$ cat config.mk
export PLATFORM = sky130hd
export DESIGN_NAME = transmit_packet_flat
export DESIGN_NICKNAME = d
export VERILOG_FILES = /design/src/rtl/transmit_packet_if.sv /design/src/rtl/transmit_packet.sv /design/src/flat_wrapper.sv
export SDC_FILE = /design/constraint.sdc
export NUM_CORES = 1
export LEC_CHECK = 0
export CAP_MARGIN = 20
export CORE_MARGIN = 2
export CORE_UTILIZATION = 50
export CTS_CLUSTER_SIZE = 12
export DETAILED_ROUTE_END_ITERATION = 12
export GPL_ROUTABILITY_DRIVEN = 0
export GPL_TIMING_DRIVEN = 0
export PLACE_DENSITY = 0.78
export SLEW_MARGIN = 20
export SYNTH_ARGS = -nofsm -noshare
export SYNTH_HDL_FRONTEND = slang
export SYNTH_SLANG_ARGS = --single-unit
$ cat constraint.sdc
create_clock -name clk_original -period 3.55 [get_ports clk_original]
set_clock_uncertainty 0.2 [all_clocks]
set_input_delay 1.065 -clock clk_original [delete_from_list [all_inputs] [get_ports clk_original]]
set_output_delay 1.065 -clock clk_original [all_outputs]
set_load 0.02 [all_outputs]
$ cat src/rtl/transmit_packet_if.sv
// Command, packet-RAM read-master and MAC TX stream signals of the transmit path.
// master = transmit_packet side, slave = CPU/RAM/MAC side.
interface transmit_packet_if #(
    parameter int ADDR_W = 10,
    parameter int LEN_W  = 12
);
    logic              tx_start;
    logic [ADDR_W-1:0] tx_base;
    logic [LEN_W-1:0]  tx_len;
    logic              tx_busy;
    logic              tx_done;

    logic [ADDR_W-1:0] ram_addr;
    logic              ram_chipselect;
    logic              ram_read;
    logic [31:0]       ram_readdata;
    logic [3:0]        ram_byteenable;
    logic              ram_waitrequest;

    logic [7:0]        ff_tx_data;
    logic              ff_tx_sop;
    logic              ff_tx_eop;
    logic              ff_tx_wren;
    logic              ff_tx_rdy;
    logic              ff_tx_err;
    logic              ff_tx_crc_fwd;

    modport master (
        input  tx_start, tx_base, tx_len, ram_readdata, ram_waitrequest, ff_tx_rdy,
        output tx_busy, tx_done, ram_addr, ram_chipselect, ram_read, ram_byteenable,
               ff_tx_data, ff_tx_sop, ff_tx_eop, ff_tx_wren, ff_tx_err, ff_tx_crc_fwd
    );

    modport slave (
        output tx_start, tx_base, tx_len, ram_readdata, ram_waitrequest, ff_tx_rdy,
        input  tx_busy, tx_done, ram_addr, ram_chipselect, ram_read, ram_byteenable,
               ff_tx_data, ff_tx_sop, ff_tx_eop, ff_tx_wren, ff_tx_err, ff_tx_crc_fwd
    );
endinterface

$ cat src/rtl/transmit_packet.sv
// Reads a packet of little-endian words from RAM and streams it byte-wise to the MAC TX FIFO.
// First byte 2+READ_LATENCY cycles after start; ff_tx_rdy low holds the byte, ram_waitrequest holds the read.
module transmit_packet #(
    parameter int ADDR_W       = 10,
    parameter int LEN_W        = 12,
    parameter int READ_LATENCY = 1
) (
    input logic               clk_original,
    input logic               rst,
    transmit_packet_if.master bus
);
    typedef enum logic [1:0] {IDLE, FETCH, SEND, DONE} state_t;

    state_t                  r_state;
    logic [ADDR_W-1:0]       r_addr;
    logic                    r_read;
    logic [READ_LATENCY-1:0] r_lat;
    logic [LEN_W-2:0]        r_words_left;
    logic [LEN_W-1:0]        r_len;
    logic [LEN_W-1:0]        r_sent;
    logic [31:0]             r_cur;
    logic [31:0]             r_pf;
    logic                    r_cur_vld;
    logic                    r_pf_vld;
    logic [7:0]              r_data;
    logic                    r_sop;
    logic                    r_eop;
    logic                    r_wren;
    logic                    r_busy;
    logic                    r_done;

    logic             w_accept;
    logic             w_rd_vld;
    logic             w_lat_early;
    logic             w_xfer;
    logic             w_out_free;
    logic             w_active;
    logic             w_src_vld;
    logic             w_load;
    logic             w_word_end;
    logic             w_issue;
    logic [1:0]       w_lane;
    logic [31:0]      w_src;
    logic [31:0]      w_cur_n;
    logic [31:0]      w_pf_n;
    logic             w_cur_vld_n;
    logic             w_pf_vld_n;
    logic [LEN_W-2:0] w_nwords;

    assign w_accept    = r_read && !bus.ram_waitrequest;
    assign w_rd_vld    = r_lat[READ_LATENCY-1];
    assign w_lat_early = |(r_lat << 1);
    assign w_xfer      = r_wren && bus.ff_tx_rdy;
    assign w_out_free  = !r_wren || bus.ff_tx_rdy;
    assign w_active    = (r_state == FETCH) || (r_state == SEND);
    // An empty word buffer lets arriving read data feed the output byte directly.
    assign w_src_vld   = r_cur_vld || w_rd_vld;
    assign w_src       = r_cur_vld ? r_cur : bus.ram_readdata;
    assign w_lane      = r_sent[1:0];
    assign w_load      = w_active && w_out_free && w_src_vld && (r_sent != r_len);
    assign w_word_end  = (w_lane == 2'd3) || (r_sent == r_len - LEN_W'(1));
    assign w_nwords    = (LEN_W-1)'(({1'b0, bus.tx_len} + (LEN_W+1)'(3)) >> 2);

    always_comb begin
        w_cur_n     = r_cur;
        w_cur_vld_n = r_cur_vld;
        w_pf_n      = r_pf;
        w_pf_vld_n  = r_pf_vld;
        if (w_load && w_word_end && r_cur_vld) begin
            if (r_pf_vld) begin
                w_cur_n    = r_pf;
                w_pf_n     = bus.ram_readdata;
                w_pf_vld_n = w_rd_vld;
            end else begin
                w_cur_n     = bus.ram_readdata;
                w_cur_vld_n = w_rd_vld;
            end
        end else if (w_load && w_word_end) begin
            w_cur_vld_n = 1'b0;
        end else if (w_rd_vld) begin
            if (!r_cur_vld) begin
                w_cur_n     = bus.ram_readdata;
                w_cur_vld_n = 1'b1;
            end else begin
                w_pf_n     = bus.ram_readdata;
                w_pf_vld_n = 1'b1;
            end
        end
    end

    // Only one read in flight, and only while the prefetch slot will be free to take it.
    assign w_issue = w_active && !r_read && !w_lat_early && (r_words_left != '0) && !w_pf_vld_n;

    always_ff @(posedge clk_original or negedge rst) begin
        if (!rst) begin
            r_state      <= IDLE;
            r_addr       <= '0;
            r_read       <= 1'b0;
            r_lat        <= '0;
            r_words_left <= '0;
            r_len        <= '0;
            r_sent       <= '0;
            r_cur        <= '0;
            r_pf         <= '0;
            r_cur_vld    <= 1'b0;
            r_pf_vld     <= 1'b0;
            r_data       <= '0;
            r_sop        <= 1'b0;
            r_eop        <= 1'b0;
            r_wren       <= 1'b0;
            r_busy       <= 1'b0;
            r_done       <= 1'b0;
        end else begin
            r_done    <= 1'b0;
            r_lat     <= (r_lat << 1) | READ_LATENCY'(w_accept);
            r_cur     <= w_cur_n;
            r_cur_vld <= w_cur_vld_n;
            r_pf      <= w_pf_n;
            r_pf_vld  <= w_pf_vld_n;

            if (w_accept) begin
                r_read <= 1'b0;
                r_addr <= r_addr + ADDR_W'(1);
            end
            if (w_issue) begin
                r_read       <= 1'b1;
                r_words_left <= r_words_left - (LEN_W-1)'(1);
            end

            if (w_load) begin
                r_data <= w_src[{w_lane, 3'b000} +: 8];
                r_sop  <= (r_sent == '0);
                r_eop  <= (r_sent == r_len - LEN_W'(1));
                r_wren <= 1'b1;
                r_sent <= r_sent + LEN_W'(1);
            end else if (w_out_free) begin
                r_data <= '0;
                r_sop  <= 1'b0;
                r_eop  <= 1'b0;
                r_wren <= 1'b0;
            end

            case (r_state)
                IDLE: begin
                    if (bus.tx_start && (bus.tx_len != '0)) begin
                        r_state      <= FETCH;
                        r_busy       <= 1'b1;
                        r_addr       <= bus.tx_base;
                        r_read       <= 1'b1;
                        r_len        <= bus.tx_len;
                        r_sent       <= '0;
                        r_words_left <= w_nwords - (LEN_W-1)'(1);
                        r_cur_vld    <= 1'b0;
                        r_pf_vld     <= 1'b0;
                    end
                end
                FETCH: begin
                    if (w_rd_vld) r_state <= SEND;
                end
                SEND: begin
                    if (w_xfer && r_eop) begin
                        r_state <= DONE;
                        r_done  <= 1'b1;
                        r_busy  <= 1'b0;
                    end
                end
                DONE: r_state <= IDLE;
                default: r_state <= IDLE;
            endcase
        end
    end

    assign bus.tx_busy        = r_busy;
    assign bus.tx_done        = r_done;
    assign bus.ram_addr       = r_addr;
    assign bus.ram_chipselect = r_read;
    assign bus.ram_read       = r_read;
    assign bus.ram_byteenable = 4'hF;
    assign bus.ff_tx_data     = r_data;
    assign bus.ff_tx_sop      = r_sop;
    assign bus.ff_tx_eop      = r_eop;
    assign bus.ff_tx_wren     = r_wren;
    assign bus.ff_tx_err      = 1'b0;
    assign bus.ff_tx_crc_fwd  = 1'b0;
endmodule

$ cat src/flat_wrapper.sv
// flat-port wrapper written by rule: the top's interface ports become plain ports
module transmit_packet_flat 
#(
    parameter int ADDR_W       = 10,
    parameter int LEN_W        = 12,
    parameter int READ_LATENCY = 1
)
  (clk_original, rst, bus_tx_start, bus_tx_base, bus_tx_len, bus_ram_readdata, bus_ram_waitrequest, bus_ff_tx_rdy, bus_tx_busy, bus_tx_done, bus_ram_addr, bus_ram_chipselect, bus_ram_read, bus_ram_byteenable, bus_ff_tx_data, bus_ff_tx_sop, bus_ff_tx_eop, bus_ff_tx_wren, bus_ff_tx_err, bus_ff_tx_crc_fwd);
  transmit_packet_if #(.ADDR_W(ADDR_W), .LEN_W(LEN_W)) bus_i ();
  input logic clk_original;
  input logic rst;
  input wire logic [$bits(bus_i.tx_start)-1:0] bus_tx_start;
  input wire logic [$bits(bus_i.tx_base)-1:0] bus_tx_base;
  input wire logic [$bits(bus_i.tx_len)-1:0] bus_tx_len;
  input wire logic [$bits(bus_i.ram_readdata)-1:0] bus_ram_readdata;
  input wire logic [$bits(bus_i.ram_waitrequest)-1:0] bus_ram_waitrequest;
  input wire logic [$bits(bus_i.ff_tx_rdy)-1:0] bus_ff_tx_rdy;
  output wire logic [$bits(bus_i.tx_busy)-1:0] bus_tx_busy;
  output wire logic [$bits(bus_i.tx_done)-1:0] bus_tx_done;
  output wire logic [$bits(bus_i.ram_addr)-1:0] bus_ram_addr;
  output wire logic [$bits(bus_i.ram_chipselect)-1:0] bus_ram_chipselect;
  output wire logic [$bits(bus_i.ram_read)-1:0] bus_ram_read;
  output wire logic [$bits(bus_i.ram_byteenable)-1:0] bus_ram_byteenable;
  output wire logic [$bits(bus_i.ff_tx_data)-1:0] bus_ff_tx_data;
  output wire logic [$bits(bus_i.ff_tx_sop)-1:0] bus_ff_tx_sop;
  output wire logic [$bits(bus_i.ff_tx_eop)-1:0] bus_ff_tx_eop;
  output wire logic [$bits(bus_i.ff_tx_wren)-1:0] bus_ff_tx_wren;
  output wire logic [$bits(bus_i.ff_tx_err)-1:0] bus_ff_tx_err;
  output wire logic [$bits(bus_i.ff_tx_crc_fwd)-1:0] bus_ff_tx_crc_fwd;
  assign bus_i.tx_start = bus_tx_start;
  assign bus_i.tx_base = bus_tx_base;
  assign bus_i.tx_len = bus_tx_len;
  assign bus_i.ram_readdata = bus_ram_readdata;
  assign bus_i.ram_waitrequest = bus_ram_waitrequest;
  assign bus_i.ff_tx_rdy = bus_ff_tx_rdy;
  assign bus_tx_busy = bus_i.tx_busy;
  assign bus_tx_done = bus_i.tx_done;
  assign bus_ram_addr = bus_i.ram_addr;
  assign bus_ram_chipselect = bus_i.ram_chipselect;
  assign bus_ram_read = bus_i.ram_read;
  assign bus_ram_byteenable = bus_i.ram_byteenable;
  assign bus_ff_tx_data = bus_i.ff_tx_data;
  assign bus_ff_tx_sop = bus_i.ff_tx_sop;
  assign bus_ff_tx_eop = bus_i.ff_tx_eop;
  assign bus_ff_tx_wren = bus_i.ff_tx_wren;
  assign bus_ff_tx_err = bus_i.ff_tx_err;
  assign bus_ff_tx_crc_fwd = bus_i.ff_tx_crc_fwd;
  transmit_packet #(.ADDR_W(ADDR_W), .LEN_W(LEN_W), .READ_LATENCY(READ_LATENCY)) u_core (.clk_original(clk_original), .rst(rst), .bus(bus_i));
endmodule
# Word level (Yosys, flattened, before mapping)

Index checks and enable logic that the tools add are counted.

Output and inout bits: 31
Input port bits: 59
Register bits: 128

Shifts and indexed selects: 1
Reductions and logical operators: 33
Muxes and demuxes: 51
Equal/unequal tests: 11
Add/sub/neg operators: 6

Operators with widths:

| operator                | number |
|---|---|
| $mux W32                | 10 |
| $mux W12                | 3 |
| $mux W11                | 3 |
| $shiftx A32 B6 Y8       | 1 |
| $mux W10                | 3 |
| $mux W1                 | 25 |
| $sub A11 B1 Y11 const B | 2 |
| $mux W8                 | 2 |
| $add A12 B2 Y13 const B | 1 |
| $add A12 B1 Y12 const B | 1 |
| $eq A12 B12 Y1          | 1 |
| $logic_and A1 B1 Y1     | 12 |
| $logic_not A12 Y1       | 1 |
| $ne A12 B12 Y1          | 1 |
| $reduce_bool A12 Y1     | 1 |
| $sub A12 B1 Y12 const B | 1 |
| $reduce_bool A11 Y1     | 1 |
| $add A10 B1 Y10 const B | 1 |
| $pmux W2 S4             | 1 |
| $reduce_bool A2 Y1      | 4 |
| $eq A2 B2 Y1 const B    | 3 |
| $mux W2                 | 3 |
| $ne A2 B1 Y1 const B    | 3 |
| $reduce_and A3 Y1       | 2 |
| 8 further kinds         | 16 |

# Longest topological paths before layout

Gate-level depths: netlist (run 1).

Depth after elaboration: 13
Depth in mapped cells: 13
Gate-level depth less buffers: 11

# Worst setup path after synthesis (run 1)

Ideal clock, no wire load.

Path type: input to register
Start: input port bus_tx_len[0]
End: register u_core.r_len[10]
Path buffers: 1
Cell stages on the path: 8
Data arrival time: 3.394 ns
Setup slack: -0.172 ns
Path through: or2_1 > or4_1 > or4_1 > or2_1 > o21ai_1 > nor2_1 > clkbuf_1 > mux2_1

Cells in the longest elaborated chain, start to end: 3

RTL lines:

| element                     | RTL line               | text |
|---|---|---|
| start, declared             | flat_wrapper.sv:14     | `input wire logic [$bits(bus_i.tx_len)-1:0] bus_tx_len;` |
| $reduce_bool A12 Y1         | transmit_packet.sv:145 | `if (bus.tx_start && (bus.tx_len != '0)) begin` |
| $logic_and A1 B1 Y1         | transmit_packet.sv:145 |  |
| $reduce_and A2 Y1 (no line) | --                     |  |
| end signal, assigned        | transmit_packet.sv:150 | `r_len <= bus.tx_len;` |
| end, declared               | transmit_packet.sv:19  | `logic [LEN_W-1:0] r_len;` |

Every way passes these cells.
A chain may end at the register's enable or synchronous reset.

# Worst setup path in the final report (run 1)

Start: input port bus_tx_len[0]
End: register u_core.r_len[2]

The elaborated chain is that of the path after synthesis.

==> results.py, run 1 <==
metrics = {
    "die": {
        "ios": 90,
        "initial_utilization_pct": 50.9,
        "fp.coreArea_um2": 15100,
        "die_h_um": 128,
        "die-area_um2": 16400,
        "num_rows": 45,
        "die_w_um": 128,
    },
    "logic_synthesis": {
        "synthCells": 743,
        "synth_common_cells": "dfrtp_1, nand2_1, mux2i_1",
        "synth_area_per_cell_um2": 10.4,
        "ys_seq_area_share_pct": 41.5,
        "yosys.cell_count.top_type": "dfrtp_1",
        "yosys.area.top_type_share_pct": 41.5,
        "synth_seq_cells": 128,
        "synth.distinct_cells": 66,
        "syn_area_um2": 7710,
        "synth_warnings": 0,
        "ys_top_cells_by_area": "dfrtp_1, mux2i_1, mux2_4",
        "synth_ff_type": "dfrtp_1",
        "synthArstFlopShare_pct": 100,
        "yosysTopAreaCell": "dfrtp_1",
        "synth_edf_count": 0,
    },
    "drt": {
        "firstDrtPassIters": 5,
        "wirelength_um": 20000,
        "antenna_left": 0,
        "drc_errors": 0,
        "vias": 6340,
        "wire_per_inst_um": 18.6,
        "drt_iter0_markers": 453,
        "viasPerCell": 5.92,
    },
    "pwr": {
        "seqPwrFrac_pct": 30.5,
        "power_density_nw_per_um2": 876,
        "power.share.clock_pct": 22.6,
        "vdd_ir_drop_max_mv": 0.456,
        "p_leak_nw": 4.31,
        "p_int_w": 0.00526,
        "switching_share_pct": 38.4,
        "p_comb_share_pct": 46.9,
        "p_sw_w": 0.00329,
    },
    "worst_hold_path": {
        "min_from": "u_core.bus.ff_tx_data[7]",
        "holdPathStages": 2,
        "holdCritPathClass": "reg -> reg",
        "holdPathEnd": "u_core.bus.ff_tx_data[7]",
    },
    "setup_path": {
        "crit_start": "bus_tx_len[0]",
        "critical_path.max_stage_delay_ns": 0.54,
        "r2r-end": "u_core.r_pf[9]",
        "crit_path_end_kind": "register",
        "cp_max_fo": 10,
        "critPathRequiredTime_ns": 3.66,
        "reg2reg_depth": 9,
        "path_delay_family": "simple AND/OR/NAND/NOR gates",
        "crit_type": "in -> reg",
        "critPathArrivalTime_ns": 3.62,
        "r2r-start": "u_core.r_len[1]",
        "path_buf_inv": 2,
        "reg2reg_slack_ns": 0.07,
        "crit_chain": "dlygate4sd2_1 -> or2_4 -> or4_4 -> or4_4 -> or2_4 -> o21ai_4 -> nor2_4 -> clkbuf_1 -> nand2_1 -> nand2_1",
        "crit_slowest_cell": "or4_4",
        "startpoint_type": "primary input",
    },
    "clock_network": {
        "clkSinkCount": 128,
        "htreeDepth": 4,
        "clk_pin_slew_ns": 0.06,
        "max-clock-path-buffers": 2,
        "cts_tree": "yes",
        "cts_hold_buf": 0,
        "cts-root-buf": "clkbuf_16",
        "numCtsBuffers": 17,
        "clock_latency_ns": 0.43,
    },
    "finish": {
        "n_antenna_cell": 0,
        "fillers": 1152,
        "syn2layout_area_growth_pct": 26.5,
        "final_cells": 1071,
        "nets": 938,
        "drive_gt1_share_pct": 18.5,
        "fin_area_um2": 9760,
    },
    "timing": {
        "post-route-period-util_pct": 98.7,
        "fin_tns_setup_ns": 0,
        "maxSlewViolCount": 0,
        "fin_crit_ns": 3.50,
        "hold_viol": 0,
        "fmax_mhz": 286,
        "tightest_slew_ns": 0.972,
        "max-slew-margin-rel_pct": 34.6,
        "finalSetupViolCount": 0,
    },
    "flow_run": {
        "max_cap_violations": 0,
    },
    "global_routing": {
        "gr-total-overflow": 0,
        "grt_pass1_wl_um": 32500,
        "grt_max_degree": 89,
        "grt_pass1_vias": 6152,
        "grt_util_all_layers_pct": 25.4,
        "antenna_found_initial": 0,
    },
    "placed_design": {
        "dp_hpwl_um": 13800,
        "port_buffers": 83,
        "dpl.cell_count": 1019,
        "placed_area_um2": 8840,
    },
    "run_status": {
        "status": "complete, no violations",
    },
}
sequential cells by signal, summed over array words and instances, names as in the netlist:
signal / flops
u_core.r_cur: 32
u_core.r_pf: 32
u_core.r_len: 12
u_core.r_sent: 12
u_core.r_words_left: 11
u_core.bus.ram_addr: 10
u_core.bus.ff_tx_data: 8
u_core.r_state: 2
u_core.bus.ff_tx_eop: 1
u_core.bus.ff_tx_sop: 1
u_core.bus.ff_tx_wren: 1
u_core.bus.ram_chipselect: 1
u_core.bus.tx_busy: 1
u_core.bus.tx_done: 1
u_core.r_cur_vld: 1
u_core.r_lat: 1
u_core.r_pf_vld: 1
cell families after synthesis:
kind of cell / after synthesis / synth area share [%]
AO/OA/AOI/OAI: 143 / 12.3
other: 2 / 0.0973
adder cells (fa/ha/maj): 9 / 1.46
multiplexers: 120 / 20.2
buffers and inverters: 74 / 4.61
AND/OR/NAND/NOR: 217 / 14.1
flip-flops: 128 / 41.5
XOR/XNOR: 50 / 5.68
through the flow:
stage	total power [W]	hold slack, ns	worst slack, ns	utilization, %
CTS	0.00843	0.290	0.00130	63.8
global placement	0.00623	0.266	-3.86	58.2
detailed placement	0.00636	0.277	-0.768	58.4
floorplan	0.00524	0.262	0.00247	-
global route	0.00903	0.309	-0.0364	64.5
finish	0.00855	0.280	0.0479	64.5
what timing repair did:
item	4_1_cts	5_1_grt
buffers inserted	11	11
setup endpoints to repair	81	106
pin swaps	7	10
gates resized for setup	26	20
metal layers:
layer | global-route usage [%] | part of all wire, % | vias up
met5 | 0 | 0 | -
met3 | 5.43 | 6.1 | 42
li1 | - | - | 2923
met2 | 39.9 | 49 | 234
met1 | 34.5 | 43 | 3141
met4 | 9.89 | 2.3 | 0
layout by cell type, fill, tap and decap left out, types with 4 or more instances in the layout:
cell / Yosys / final
nand2b_1: 6 / 6
nand4_1: 11 / 11
buf_4: 8 / 31
clkbuf_1: 28 / 22
bufinv_16: 0 / 5
nor3_1: 12 / 12
a31oi_1: 4 / 4
nand3_1: 8 / 8
a21oi_1: 13 / 13
nor4_1: 7 / 7
or2_2: 5 / 5
xor2_1: 27 / 27
buf_6: 4 / 5
o211ai_1: 30 / 30
and3_1: 8 / 8
xnor2_1: 23 / 23
or3_1: 5 / 5
clkbuf_4: 0 / 4
clkinv_2: 0 / 4
dfrtp_1: 128 / 127
conb_1: 2 / 6
buf_2: 14 / 11
ha_1: 9 / 9
o21ai_1: 35 / 39
clkdlybuf4s50_1: 0 / 78
o31ai_1: 6 / 6
nor3b_1: 5 / 5
or4_4: 2 / 4
clkbuf_16: 0 / 17
inv_1: 17 / 17
o21ai_0: 28 / 23
nor2_1: 31 / 29
mux2_1: 6 / 5
mux4_2: 16 / 16
mux2i_1: 68 / 68
nand2_1: 96 / 96
mux2_4: 30 / 31
power groups by stage:
stage                     logic (W)  registers (W)  clock network [W]
final                       0.00401        0.00261            0.00194
after global routing        0.00435        0.00267            0.00201
after CTS                   0.00392        0.00257            0.00195
after detailed placement    0.00378        0.00258                  0
after global placement      0.00367        0.00256                  0
after floorplan             0.00268        0.00256                  0
how the worst max path moves through the flow:
| stage | to | slack, ns | cells past startpoint |
|---|---|---|---|
| 2_1_floorplan | u_core.r_words_left[1] | 0.002 | 9 |
| 3_3_place_gp | u_core.bus.tx_busy | -3.86 | 1 |
| 3_5_place_dp | u_core.r_sent[2] | -0.77 | 10 |
| 4_1_cts | u_core.r_words_left[7] | 0.001 | 12 |
| 5_1_grt | u_core.r_words_left[9] | -0.04 | 12 |
| 6_report | u_core.r_len[2] | 0.05 | 10 |
area by class of cell:
type / instances / area [um^2] / area share (%)
Tap cell: 188 / 235 / 2.41
Sequential cell: 128 / 3200 / 32.8
Multi-Input combinational cell: 545 / 4270 / 43.7
Clock buffer: 21 / 460 / 4.72
Clock inverter: 11 / 185 / 1.90
Timing Repair Buffer: 106 / 1020 / 10.5
Inverter: 19 / 71.3 / 0.731
Buffer: 53 / 312 / 3.19
worst reg2reg max path, delay by kind of cell, from the launching register on:
kind	cells	cell delay, ns
buffers and inverters	1	0.18
AO/OA/AOI/OAI	3	0.68
multiplexers	1	0.32
AND/OR/NAND/NOR	4	1.56
flip-flops	1	0.43
(Power assumes the default switching activity.)
==> inputs of run 2 (changes only) <==
Settings changed: PLACE_DENSITY 0.78 to 0.81.
Clock period 3.55 ns to 3.1 ns, I/O delays scaled along.
==> run 2 against run 1 <==
- the run now ends with setup timing left
- sequential share of layout area fell by 2.3 points
- flip-flop and latch count did not move
- final cell count rose by 2.8%
- setup slack got worse by 0.40 ns
- highest routed layer unchanged
- cell area rose by 7.5%
- register-to-register slack got worse by 0.43 ns
- clock power rose by 9.8%
- clock-buffer cell count rose by 2
- critical path type is now reg -> reg
- sequential power rose by 16%
==> results.py, run 2 (synthesis gave the netlist of run 1 again) <==
metrics = {
    "run_status": {
        "status": "finished with violations",
        "violations": "setup timing",
    },
    "drt": {
        "drc_errors": 0,
        "wirelength_um": 23800,
        "viasPerCell": 6.28,
        "wire_per_inst_um": 21.6,
        "antenna_left": 0,
        "drt_iter0_markers": 666,
        "firstDrtPassIters": 6,
        "vias": 6918,
    },
    "timing": {
        "fmax_mhz": 289,
        "worst_slack_ns": -0.356,
        "tightest_slew_ns": 0.781,
        "post-route-period-util_pct": 111,
        "hold_viol": 0,
        "maxSlewViolCount": 0,
        "finalSetupViolCount": 77,
        "rsz0062_at_grt": "true",
        "max-slew-margin-rel_pct": 47.9,
        "fin_crit_ns": 3.46,
    },
    "placed_design": {
        "pre_cts_ws_ns": -0.878,
        "port_buffers": 83,
        "dpl.cell_count": 1019,
        "dp_hpwl_um": 13700,
    },
    "finish": {
        "mostFrequentLayoutCell": "dfrtp_1",
        "syn2layout_area_growth_pct": 36.0,
        "nets": 967,
        "final_cells": 1101,
        "reg_top3": "u_core.r_cur: 32 flops, u_core.r_pf: 32 flops",
        "layout_common_cells": "dfrtp_1, nand2_1, clkdlybuf4s50_1",
        "drive_gt1_share_pct": 25.9,
    },
    "global_routing": {
        "grt_pass1_wl_um": 34800,
        "grt_pass1_vias": 6619,
        "antenna_found_initial": 0,
        "grt_util_all_layers_pct": 27.4,
        "gr-total-overflow": 0,
        "grt_max_degree": 100,
    },
    "setup_path": {
        "crit_chain": "or4_4 -> nor4b_4 -> nor2_1 -> or4_4 -> o211ai_4 -> o311ai_4 -> a21o_4 -> buf_6 -> buf_12 -> mux2_4",
        "critical_path.max_stage_delay_ns": 0.53,
        "crit_slowest_cell": "or4_4",
        "path_delay_family": "simple AND/OR/NAND/NOR gates",
        "cp_max_fo": 6,
        "critPathRequiredTime_ns": 3.20,
        "crit_path_end_kind": "register",
        "critPathArrivalTime_ns": 3.56,
        "cpMostUsedCell": "or4_4",
        "startpoint_type": "register",
        "crit_type": "reg -> reg",
        "path_buf_inv": 2,
    },
    "pwr": {
        "vdd_ir_drop_max_mv": 0.521,
        "p_leak_nw": 4.59,
        "power_density_nw_per_um2": 1020,
    },
    "clock_network": {
        "cts-root-buf": "clkbuf_16",
        "cts_hold_buf": 0,
        "clk_pin_slew_ns": 0.06,
        "htreeDepth": 4,
        "numCtsBuffers": 17,
        "max-clock-path-buffers": 2,
        "clkSinkCount": 128,
        "cts_tree": "yes",
        "clock_latency_ns": 0.43,
    },
    "die": {
        "ios": 90,
        "initial_utilization_pct": 50.9,
        "die_h_um": 128,
        "num_rows": 45,
        "fp.coreArea_um2": 15100,
        "die-area_um2": 16400,
        "die_w_um": 128,
    },
    "worst_hold_path": {
        "holdCritPathClass": "in -> async",
    },
    "flow_run": {
        "max_cap_violations": 0,
    },
}
## run 2: cell count changes in the layout (fill, tap and decap cells not counted), moves of 6 or more
| cell | change |
|---|---|
| o21ai_0 | -8 |
| buf_4 | +7 |
| o21ai_2 | +10 |
| nor2_1 | -6 |
| buf_6 | +16 |
| clkbuf_8 | +8 |
| buf_2 | -7 |
## run 2: cell type report
cell class | instances | area, um^2
fillers | 982 | 4660
multi-input cells | 545 | 4490
flip-flops and latches | 128 | 3200
repair buffers | 136 | 1420
clock buffers | 23 | 488
plain buffers | 52 | 453
well taps | 188 | 235
clock inverters | 9 | 130
inverters | 19 | 71.3
diodes | 1 | 2.50
## run 2: final timing paths
kind / cells past startpoint / slack, ns / end / start
min in group clk_original: 2 / 0.28 / u_core.bus.ff_tx_sop / u_core.bus.ff_tx_sop
setup reg to reg: 10 / -0.36 / u_core.r_pf[10] / u_core.r_len[3]
hold reg to reg: 2 / 0.28 / u_core.bus.ff_tx_sop / u_core.bus.ff_tx_sop
hold / removal: 1 / 0.16 / u_core.r_pf[17] / rst
max in group asynchronous: 2 / 1.78 / u_core.r_len[10] / rst
setup / recovery: 10 / -0.36 / u_core.r_pf[10] / u_core.r_len[3]
## run 2: timing repair
item / CTS / global route
cloned: 11 / 1
endpoints found under the setup margin: 115 / 120
pin swaps: 36 / 28
resized for setup: 122 / 34
buffers inserted: 29 / 15
## run 2: power breakdown
group / total, W / internal (W) / switching [W] / leakage [nW]
Sequential: 0.00302 / 0.00238 / 0.000640 / 1.59
Combinational: 0.00551 / 0.00266 / 0.00284 / 2.70
Clock: 0.00213 / 0.00135 / 0.000779 / 0.291
Total: 0.0107 / 0.00640 / 0.00426 / 4.59
## run 2: layer usage
layer / global-route usage (%) / part of all wire (%) / up-vias
li1: - / - / 2993
met1: 35.1 / 40 / 3429
met2: 44.4 / 49 / 413
met3: 7.18 / 7.5 / 83
met4: 10.9 / 3.6 / 0
met5: 0 / 0 / -
## run 2: stage by stage
step	total power (W)	utilization, %	hold slack [ns]	cell area (um^2)	setup TNS, ns
finish	0.0107	69.3	0.160	10500	-19.02
detailed placement	0.00730	58.8	0.277	8900	-76.57
CTS	0.0101	68.3	0.163	10300	-16.88
global route	0.0111	69.2	0.161	10500	-24.12
global placement	0.00714	58.6	0.268	8870	-608.02
floorplan	0.00605	-	0.262	7810	-8.76
==> inputs of run 3 (changes only) <==
Settings changed: CTS_CLUSTER_SIZE 12 to not set.
==> results of run 3 <==
Same layout as run 2: the final DEF is identical, and so are final timing and power.
